<file path="src/rtl/seven_seg_scanner_if.sv">
// ---------------------------------------------------------------------------
// seven_seg_scanner_if
// Bundles the display-value write path and the scanned-digit outputs of the
// seven-segment refresh controller.
//   Write side (master drives): en, lz_blank, load, load_data[31:0],
//     load_dp[7:0], wr_en, wr_addr[2:0], wr_data[3:0], wr_dp
//   Display side (slave drives): num[3:0], sel[2:0], dp, blank, scan_tick
// master : register/bus logic that writes display values
// slave  : the scanner itself
// ---------------------------------------------------------------------------
interface seven_seg_scanner_if;
  logic        en;
  logic        lz_blank;
  logic        load;
  logic [31:0] load_data;
  logic [7:0]  load_dp;
  logic        wr_en;
  logic [2:0]  wr_addr;
  logic [3:0]  wr_data;
  logic        wr_dp;
  logic [3:0]  num;
  logic [2:0]  sel;
  logic        dp;
  logic        blank;
  logic        scan_tick;

  modport master (
    output en, lz_blank, load, load_data, load_dp,
           wr_en, wr_addr, wr_data, wr_dp,
    input  num, sel, dp, blank, scan_tick
  );

  modport slave (
    input  en, lz_blank, load, load_data, load_dp,
           wr_en, wr_addr, wr_data, wr_dp,
    output num, sel, dp, blank, scan_tick
  );
endinterface

</file>
<file path="src/rtl/seven_seg_scanner.sv">
// ---------------------------------------------------------------------------
// seven_seg_scanner
// Time-multiplexed refresh controller for an eight-digit seven-segment
// display. Holds eight 4-bit digits plus decimal points and presents one
// digit at a time (value on num, index on sel) to the downstream segment and
// anode decoders, advancing every REFRESH_DIV clock cycles.
// Ports:
//   clk    : system clock, rising-edge
//   rst_n  : asynchronous active-low reset
//   bus    : seven_seg_scanner_if.slave
//            en        scan enable (low freezes scan and blanks display)
//            lz_blank  leading-zero suppression enable
//            load, load_data, load_dp        bulk write of all digits/DPs
//            wr_en, wr_addr, wr_data, wr_dp  single-digit write
//            num, sel, dp, blank             registered digit outputs
//            scan_tick                       one-cycle pulse after sel advances
// Parameter:
//   REFRESH_DIV : clock cycles each digit is shown (>= 2)
// ---------------------------------------------------------------------------
module seven_seg_scanner #(
  parameter int unsigned REFRESH_DIV = 100000
) (
  input  logic                 clk,
  input  logic                 rst_n,
  seven_seg_scanner_if.slave   bus
);

  localparam int unsigned  PW    = (REFRESH_DIV > 1) ? $clog2(REFRESH_DIV) : 1;
  localparam logic [PW-1:0] PLAST = PW'(REFRESH_DIV - 1);
  localparam logic [PW-1:0] PZERO = PW'(0);
  localparam logic [PW-1:0] PONE  = PW'(1);

  // Storage
  logic [3:0]    digit_r     [8];
  logic [7:0]    dpreg_r;
  logic [3:0]    digit_nxt_s [8];
  logic [7:0]    dpreg_nxt_s;

  // Prescaler and scan index
  logic [PW-1:0] pcnt_r;
  logic [PW-1:0] pcnt_nxt_s;
  logic [2:0]    sel_r;
  logic [2:0]    sel_nxt_s;
  logic          adv_s;

  // Leading-zero qualification per digit
  logic [7:0]    lz_s;

  // Registered outputs and their next values
  logic [3:0]    num_r;
  logic          dp_r;
  logic          blank_r;
  logic          scan_tick_r;
  logic [3:0]    num_nxt_s;
  logic          dp_nxt_s;
  logic          blank_nxt_s;

  // Storage next-state: bulk load first, single write then overrides its digit.
  always_comb begin
    for (int i = 0; i < 8; i++) begin
      digit_nxt_s[i] = digit_r[i];
    end
    dpreg_nxt_s = dpreg_r;
    if (bus.load) begin
      for (int i = 0; i < 8; i++) begin
        digit_nxt_s[i] = bus.load_data[4*i +: 4];
      end
      dpreg_nxt_s = bus.load_dp;
    end else begin
      dpreg_nxt_s = dpreg_r;
    end
    if (bus.wr_en) begin
      digit_nxt_s[bus.wr_addr] = bus.wr_data;
      dpreg_nxt_s[bus.wr_addr] = bus.wr_dp;
    end else begin
      dpreg_nxt_s = dpreg_nxt_s;
    end
  end

  // Prescaler next-state: count while enabled, advance sel on wrap, hold otherwise.
  always_comb begin
    pcnt_nxt_s = pcnt_r;
    sel_nxt_s  = sel_r;
    adv_s      = 1'b0;
    if (bus.en) begin
      if (pcnt_r == PLAST) begin
        pcnt_nxt_s = PZERO;
        sel_nxt_s  = sel_r + 3'd1;
        adv_s      = 1'b1;
      end else begin
        pcnt_nxt_s = pcnt_r + PONE;
      end
    end else begin
      pcnt_nxt_s = pcnt_r;
    end
  end

  // Leading-zero blank per digit: this digit and every higher one is zero and
  // its own DP is off. Digit 0 always stays lit so a value of zero shows "0".
  always_comb begin
    logic zero_above;
    lz_s = 8'h00;
    for (int i = 1; i < 8; i++) begin
      zero_above = 1'b1;
      for (int j = i; j < 8; j++) begin
        zero_above = zero_above & (digit_r[j] == 4'd0);
      end
      lz_s[i] = bus.lz_blank & zero_above & ~dpreg_r[i];
    end
  end

  // Output next-state, evaluated for the index sel will hold after this edge
  // so that sel and its digit data always change together.
  always_comb begin
    num_nxt_s   = digit_r[sel_nxt_s];
    blank_nxt_s = ~bus.en | lz_s[sel_nxt_s];
    dp_nxt_s    = dpreg_r[sel_nxt_s] & ~blank_nxt_s;
  end

  // Digit and DP storage registers.
  always_ff @(posedge clk or negedge rst_n) begin
    if (!rst_n) begin
      for (int i = 0; i < 8; i++) begin
        digit_r[i] <= 4'd0;
      end
      dpreg_r <= 8'h00;
    end else begin
      for (int i = 0; i < 8; i++) begin
        digit_r[i] <= digit_nxt_s[i];
      end
      dpreg_r <= dpreg_nxt_s;
    end
  end

  // Prescaler, scan index and registered display outputs.
  always_ff @(posedge clk or negedge rst_n) begin
    if (!rst_n) begin
      pcnt_r      <= PZERO;
      sel_r       <= 3'd0;
      num_r       <= 4'd0;
      dp_r        <= 1'b0;
      blank_r     <= 1'b0;
      scan_tick_r <= 1'b0;
    end else begin
      pcnt_r      <= pcnt_nxt_s;
      sel_r       <= sel_nxt_s;
      num_r       <= num_nxt_s;
      dp_r        <= dp_nxt_s;
      blank_r     <= blank_nxt_s;
      scan_tick_r <= adv_s;
    end
  end

  assign bus.num       = num_r;
  assign bus.sel       = sel_r;
  assign bus.dp        = dp_r;
  assign bus.blank     = blank_r;
  assign bus.scan_tick = scan_tick_r;

endmodule
</file>
<file path="src/flat_wrapper.sv">
// flat-port wrapper written by rule: the top's interface ports become plain ports
module seven_seg_scanner_flat 
#(
  parameter int unsigned REFRESH_DIV = 100000
)
  (clk, rst_n, bus_en, bus_lz_blank, bus_load, bus_load_data, bus_load_dp, bus_wr_en, bus_wr_addr, bus_wr_data, bus_wr_dp, bus_num, bus_sel, bus_dp, bus_blank, bus_scan_tick);
  seven_seg_scanner_if bus_i ();
  input  logic clk;
  input  logic rst_n;
  input wire logic [$bits(bus_i.en)-1:0] bus_en;
  input wire logic [$bits(bus_i.lz_blank)-1:0] bus_lz_blank;
  input wire logic [$bits(bus_i.load)-1:0] bus_load;
  input wire logic [$bits(bus_i.load_data)-1:0] bus_load_data;
  input wire logic [$bits(bus_i.load_dp)-1:0] bus_load_dp;
  input wire logic [$bits(bus_i.wr_en)-1:0] bus_wr_en;
  input wire logic [$bits(bus_i.wr_addr)-1:0] bus_wr_addr;
  input wire logic [$bits(bus_i.wr_data)-1:0] bus_wr_data;
  input wire logic [$bits(bus_i.wr_dp)-1:0] bus_wr_dp;
  output wire logic [$bits(bus_i.num)-1:0] bus_num;
  output wire logic [$bits(bus_i.sel)-1:0] bus_sel;
  output wire logic [$bits(bus_i.dp)-1:0] bus_dp;
  output wire logic [$bits(bus_i.blank)-1:0] bus_blank;
  output wire logic [$bits(bus_i.scan_tick)-1:0] bus_scan_tick;
  assign bus_i.en = bus_en;
  assign bus_i.lz_blank = bus_lz_blank;
  assign bus_i.load = bus_load;
  assign bus_i.load_data = bus_load_data;
  assign bus_i.load_dp = bus_load_dp;
  assign bus_i.wr_en = bus_wr_en;
  assign bus_i.wr_addr = bus_wr_addr;
  assign bus_i.wr_data = bus_wr_data;
  assign bus_i.wr_dp = bus_wr_dp;
  assign bus_num = bus_i.num;
  assign bus_sel = bus_i.sel;
  assign bus_dp = bus_i.dp;
  assign bus_blank = bus_i.blank;
  assign bus_scan_tick = bus_i.scan_tick;
  seven_seg_scanner #(.REFRESH_DIV(REFRESH_DIV)) u_core (.clk(clk), .rst_n(rst_n), .bus(bus_i));
endmodule
</file>
<file path="config.mk">
export PLATFORM = sky130hd
export DESIGN_NAME = seven_seg_scanner_flat
export DESIGN_NICKNAME = d
export VERILOG_FILES = /design/src/rtl/seven_seg_scanner_if.sv /design/src/rtl/seven_seg_scanner.sv /design/src/flat_wrapper.sv
export SDC_FILE = /design/constraint.sdc
export NUM_CORES = 1
export LEC_CHECK = 0
export CAP_MARGIN = 10
export CORE_ASPECT_RATIO = 1.25
export CORE_MARGIN = 2
export CORE_UTILIZATION = 59
export CTS_BUF_LIST = sky130_fd_sc_hd__clkbuf_8
export DETAILED_ROUTE_END_ITERATION = 12
export PLACE_DENSITY = 0.94
export SLEW_MARGIN = 20
export SYNTH_ARGS = -nofsm -noshare
export SYNTH_HDL_FRONTEND = slang
export SYNTH_SLANG_ARGS = --single-unit
</file>
<file path="constraint.sdc">
create_clock -name clk -period 3.92 [get_ports clk]
set_clock_uncertainty 0.05 [all_clocks]
set_input_delay 0.392 -clock clk [delete_from_list [all_inputs] [get_ports clk]]
set_output_delay 0.392 -clock clk [all_outputs]
set_load 0.005 [all_outputs]
</file>
==> results of run 1 <==
metrics by stage:
step	hold slack, ns	setup WS, ns	power [uW]	util (%)
finish	0.03605	0.8717	1882	77.14
detailed placement	0.4173	0.6073	1191	72.85
CTS	0.05435	0.9217	1881	77.06
global placement	0.4058	0.7754	1168	72.85
global route	0.08660	0.7319	1955	77.14
floorplan	0.04641	1.486	1045	-
how the worst min path moves through the flow:
stage	to	startpoint
finish	u_core.pcnt_r[9]	rst_n
global route	u_core.pcnt_r[8]	rst_n
CTS	u_core.pcnt_r[9]	rst_n
detailed placement	u_core.pcnt_r[9]	rst_n
global placement	u_core.pcnt_r[9]	rst_n
floorplan	u_core.bus.blank	rst_n
state kept, by name, summed over array words and instances, names as in the netlist:
| name | count |
|---|---|
| u_core.digit_r | 32 |
| u_core.pcnt_r | 17 |
| u_core.dpreg_r | 8 |
| u_core.bus.num | 4 |
| u_core.bus.sel | 3 |
| u_core.bus.blank | 1 |
| u_core.bus.dp | 1 |
| u_core.bus.scan_tick | 1 |
cell type report:
type / instances / area [um^2] / area share [%]
Inverter: 6 / 35.03 / 0.7754
Timing Repair Buffer: 65 / 635.6 / 14.07
Sequential cell: 67 / 1677 / 37.11
Clock inverter: 3 / 67.56 / 1.495
Clock buffer: 13 / 178.9 / 3.960
Multi-Input combinational cell: 257 / 1822 / 40.32
Tap cell: 82 / 102.6 / 2.271
layer usage:
layer	global-route usage (%)	wire length [um]
met4	11.21	225
met2	48.14	4684
met3	5.993	557
met1	35.42	3451
met5	0	0
logic make-up after synthesis:
kind of cell,share of synthesized area [%]
simple gates,16.10
compound gates,7.773
xor+xnor,3.627
flops,46.29
fa+ha+maj,0.6907
mux,21.97
buf+inv,3.558
cell usage after synthesis, types with 2 or more instances:
cell       n
nand3_1    4
a21oi_1   22
xnor2_1   10
mux2_2     4
and3_1     2
nor3_1     3
or3_1      2
inv_1      3
buf_1      6
nor2_1    38
buf_4      2
or2b_1     2
nand2_1   31
o21ai_0   22
buf_6      2
nor3b_1    2
clkinv_1   2
ha_1       2
nand4b_1   3
mux2i_1   68
nor4_1     5
clkbuf_1   9
or4_1      2
xor2_1     5
dfrtp_1   67
nand4_1    9
power by group:
group          leakage, uW  internal, uW  switching (uW)  total [uW]
registers         0.000810           784            95.2         879
clock network     0.000122           428             265         693
logic              0.00104           164             146         310
worst max-delay path: stages:
cell             delay [ns]
clkdlybuf4s50_1        0.65
and3_2                 0.30
nand4_2                0.17
nor2_4                 0.29
mux2i_4                0.53
clkinv_1               0.30
a31oi_1                0.26
o41ai_1                0.11
a211oi_1               0.23
==> impl_metrics.json, run 1 <==
{
  "hold_class": "primary input to async pin",
  "io_pins": 64,
  "worst_pin_slew_ns": 0.9866,
  "fin_crit_ns": 3.048,
  "rows": 31,
  "syn2layout_area_growth_pct": 24.73,
  "max_freq_mhz": 328.0,
  "post_cts_buffers": 0,
  "crit_start": "bus_en",
  "status": "completed",
  "die_x_um": 74.08,
  "syn_inst": 349,
  "cts.repair.resized": 0,
  "cts_tree": "done",
  "yosys_warnings": 0,
  "crit_fanout": 10,
  "cp-end-kind": "register",
  "r2r.worst_path.cells": 8,
  "cp.required_ns": 4.12,
  "critPathCapture": "u_core.bus.dp",
  "grt_overflow": 0,
  "synth.distinct_cells": 48,
  "dpl.hpwl_mm": 6.519,
  "worst_skew_pair.late_latency_ns": 0.35,
  "die_h_um": 91.61,
  "grt_max_degree": 38,
  "final_cells": 493,
  "globalRouteTotalUtil_pct": 28.68,
  "drt-total-wl_mm": 8.919,
  "drive_above_1_share_pct": 8.273,
  "rr_startpoint": "u_core.pcnt_r[8]",
  "ant_nets": 0,
  "reg2reg_to": "u_core.bus.dp",
  "place_inst": 477,
  "yosys.area.top_type_share_pct": 46.29,
  "antenna_found_initial": 0,
  "place.gp.congestion": 0.9471,
  "min_period_over_period_pct": 77.76,
  "grt_pass1_vias": 3055,
  "synth_edf_count": 0,
  "drt_iter0_drc": 168,
  "nets": 462,
  "dieArea_um2": 6786,
  "grt_pass1_wl_mm": 14.66,
  "start_util_pct": 61.85,
  "ys_ff_latch": 67,
  "max-slew-margin-rel_pct": 33.72,
  "syn_nets": 405,
  "hold_violations": 0,
  "yosysTopAreaCell": "dfrtp_1",
  "syn_area_um2": 3622,
  "cts_sinks": 67,
  "worstPathArrival_ns": 3.25,
  "via_count": 2972,
  "fill_cells": 380,
  "peakVddDrop_v": 0.0002706,
  "ys.flop_type": "dfrtp_1",
  "netlist_top_cells_area": "dfrtp_1 46%, mux2i_1 19%, nor2_1 3.9%",
  "p_per_area_nw_per_um2": 416.5,
  "vias_per_cell": 6.028,
  "clk_pin_slew_ns": 0.08,
  "drc": 0,
  "dpl_cell_area_um2": 4267,
  "maxCapViolations": 0,
  "h-tree-depth": 3,
  "final_max_slew_viol_count": 0,
  "cts_buffer_depth": 2,
  "stdcell_area_um2": 4518,
  "syn_area_per_cell_um2": 10.38,
  "async_reset_ff_share_pct": 100.0,
  "port-buffer-count": 63,
  "final_common_cell": "mux2i_1",
  "placeableCoreArea_um2": 5857,
  "antenna_cells": 0,
  "p_leak_uw": 0.001976,
  "setup-tns-final_ns": 0,
  "crit_type": "primary input to register",
  "layout_common_cells": "68 x mux2i_1, 67 x dfrtp_1, 61 x clkdlybuf4s50_1, 38 x nor2_1, 31 x nand2_1",
  "ctsHoldBuffers": 0,
  "r2r_slack_ns": 1.04,
  "ys_seq_area_share_pct": 46.29,
  "cp-start-kind": "primary input",
  "first_pass_iters": 5,
  "setup_violations": 0,
  "cts_made_buffers": 9,
  "wire_per_inst_um": 18.09,
  "cts-root-buf": "clkbuf_8",
  "rsz0062_at_grt": "no"
}
(Power assumes the default switching activity.)
==> inputs of run 2 (changes only) <==
--- a/config.mk
+++ b/config.mk
@@ -8,10 +8,10 @@
 export CAP_MARGIN = 10
 export CORE_ASPECT_RATIO = 1.25
 export CORE_MARGIN = 2
-export CORE_UTILIZATION = 59
+export CORE_UTILIZATION = 55
 export CTS_BUF_LIST = sky130_fd_sc_hd__clkbuf_8
 export DETAILED_ROUTE_END_ITERATION = 12
-export PLACE_DENSITY = 0.94
+export PLACE_DENSITY = 0.89
 export SLEW_MARGIN = 20
 export SYNTH_ARGS = -nofsm -noshare
 export SYNTH_HDL_FRONTEND = slang
==> constraint.sdc (replaced) <==
create_clock -name clk -period 3.1 [get_ports clk]
set_clock_uncertainty 0.05 [all_clocks]
set_input_delay 0.31 -clock clk [delete_from_list [all_inputs] [get_ports clk]]
set_output_delay 0.31 -clock clk [all_outputs]
set_load 0.005 [all_outputs]
==> run 2 against run 1 <==
Compared with the run above: sequential share of layout area decreased by 0.47 points; largest power group unchanged; count of clock-buffer cells in the layout decreased by 2; final area increased by 1.3%; power increased by 24%; worst hold slack improved by 0.37 ns; first-iteration DRC count decreased by 33%; critical path depth unchanged; sequential power increased by 26%; combinational power increased by 24%; register-to-register slack got worse by 0.75 ns.
==> impl_metrics.json, run 2 (synthesis gave the netlist of run 1 again) <==
{
  "status": "completed",
  "reg_top3": "u_core.digit_r (32), u_core.pcnt_r (17), u_core.dpreg_r (8)",
  "grt_overflow": 0,
  "grtUsageMet2_pct": 47.42,
  "maxCapViolations": 0,
  "placeableCoreArea_um2": 6482,
  "crit_type": "register to register",
  "syn2layout_area_growth_pct": 26.32,
  "max_freq_mhz": 356.3,
  "cts.repair.resized": 0,
  "final_max_slew_viol_count": 0,
  "use_met1_pct": 30.39,
  "rsz0062_at_grt": "no",
  "worstPathArrival_ns": 2.98,
  "cts-root-buf": "clkbuf_8",
  "cts_tree": "done",
  "wire_per_inst_um": 17.89,
  "drc": 0,
  "min_period_over_period_pct": 90.54,
  "grt_pass1_vias": 3005,
  "met3_usage_pct": 6.119,
  "clk_pin_slew_ns": 0.07,
  "via_count": 2910,
  "antenna_cells": 0,
  "hold_class": "primary input to async pin",
  "antenna_found_initial": 0,
  "r2r_slack_ns": 0.29,
  "layout_common_cells": "68 x mux2i_1, 67 x dfrtp_1, 61 x clkdlybuf4s50_1, 38 x nor2_1, 31 x nand2_1",
  "regMostFlops": "u_core.digit_r",
  "drt_iter0_drc": 112,
  "hold_violations": 0,
  "cts_made_buffers": 9,
  "r2r.worst_path.cells": 9,
  "cp-start-kind": "register",
  "io_pins": 64,
  "drive_above_1_share_pct": 9.762,
  "peakVddDrop_v": 0.0002961,
  "grt.busiest_layer": "met2",
  "start_util_pct": 55.88,
  "globalRouteTotalUtil_pct": 26.78,
  "place_inst": 491,
  "crit_cells": 9,
  "cpPeakStageDelay_ns": 0.42,
  "cts_sinks": 67,
  "port-buffer-count": 63,
  "dieArea_um2": 7255,
  "setup-tns-final_ns": 0,
  "critPathBufInv": 1,
  "fin_crit_ns": 2.807,
  "path_delay_family": "simple AND/OR/NAND/NOR gates",
  "largest_reg_flops": 32,
  "crit_fanout": 18,
  "max-slew-margin-rel_pct": 39.78,
  "die_h_um": 94.73,
  "p_per_area_nw_per_um2": 508.3,
  "grt_pass1_wl_mm": 14.69,
  "ant_nets": 0,
  "cp-end-kind": "register",
  "rows": 33,
  "final_cells": 507,
  "cp.required_ns": 3.27,
  "vias_per_cell": 5.740,
  "grt_max_degree": 26,
  "final_common_cell": "mux2i_1",
  "die_x_um": 76.59,
  "cts_buffer_depth": 2,
  "setup_violations": 0,
  "p_leak_uw": 0.002019,
  "drt-total-wl_mm": 9.068,
  "dpl.hpwl_mm": 6.792,
  "worst_skew_pair.late_latency_ns": 0.36,
  "nets": 472,
  "crit_chain": "ha_1 -> and4_1 -> nand3_1 -> or3_1 -> and2_1 -> clkinv_8 -> mux4_4 -> mux2i_1 -> a211oi_1",
  "worst_pin_slew_ns": 0.9014,
  "h-tree-depth": 3,
  "cp_slowest_cell": "mux4_4",
  "place.gp.congestion": 0.9233,
  "first_pass_iters": 4
}
==> run 2: cell count changes in the layout (fill, tap and decap cells not counted) <==
cell | previous run | this run
clkinvlp_4 | 1 | 0
nor3_2 | 1 | 0
nor3_1 | 2 | 3
clkinv_2 | 0 | 1
clkinv_4 | 0 | 1
buf_4 | 2 | 11
clkbuf_8 | 13 | 11
dlygate4sd3_1 | 0 | 1
==> run 2: through the flow <==
stage | area, um^2 | power [uW] | hold WS [ns] | setup WS, ns | utilization (%)
floorplan | 3622 | 1322 | -0.03559 | 0.6661 | -
global placement | 4340 | 1482 | 0.2674 | 0.2572 | 66.96
detailed placement | 4340 | 1504 | 0.2769 | 0.1575 | 66.96
CTS | 4576 | 2335 | 0.4209 | 0.3085 | 70.58
global route | 4576 | 2418 | 0.4407 | 0.07765 | 70.58
finish | 4576 | 2326 | 0.4080 | 0.2933 | 70.58
==> run 2: layer usage <==
layer | part of all wire, % | routed length (um)
met5 | 0 | 0
met4 | 3.1 | 281
met3 | 4.7 | 428
met2 | 53 | 4837
met1 | 39 | 3520
==> run 2: path summary, 6_finish.rpt <==
path	end	start
hold reg to reg	u_core.pcnt_r[4]	u_core.pcnt_r[4]
setup reg to reg	u_core.bus.dp	u_core.pcnt_r[0]
min in group clk	u_core.pcnt_r[4]	u_core.pcnt_r[4]
setup / recovery	u_core.bus.dp	u_core.pcnt_r[0]
hold / removal	u_core.pcnt_r[10]	rst_n
max in group asynchronous	u_core.dpreg_r[0]	rst_n
==> run 2: repair_timing <==
item	4_1_cts	5_1_grt
hold buffers	1	0
setup buffers	0	0
hold endpoints to repair	23	0
==> run 2: cell type report <==
class                   count  area, um^2
clock buffers              11       151.4
clock inverters             4       73.82
fillers                   462        1907
inverters                   6       35.03
multi-input cells         257        1817
flip-flops and latches     67        1677
well taps                  87       108.9
repair buffers             75       713.2
==> run 2: where the power goes <==
| group | total (uW) | switching [uW] | leakage (uW) | internal, uW |
|---|---|---|---|---|
| Sequential | 1110 | 121 | 0.000810 | 991 |
| Combinational | 385 | 174 | 0.00109 | 211 |
| Clock | 829 | 337 | 0.000115 | 492 |
| Total | 2330 | 632 | 0.00202 | 1690 |
==> run 2: worst register-to-register path: stages, from the launching register on <==
cell and delay [ns]:
dfrtp_1 0.39, ha_1 0.29, and4_1 0.28, nand3_1 0.12, or3_1 0.36, and2_1 0.34, clkinv_8 0.19, mux4_4 0.43
mux2i_1 0.17, a211oi_1 0.06
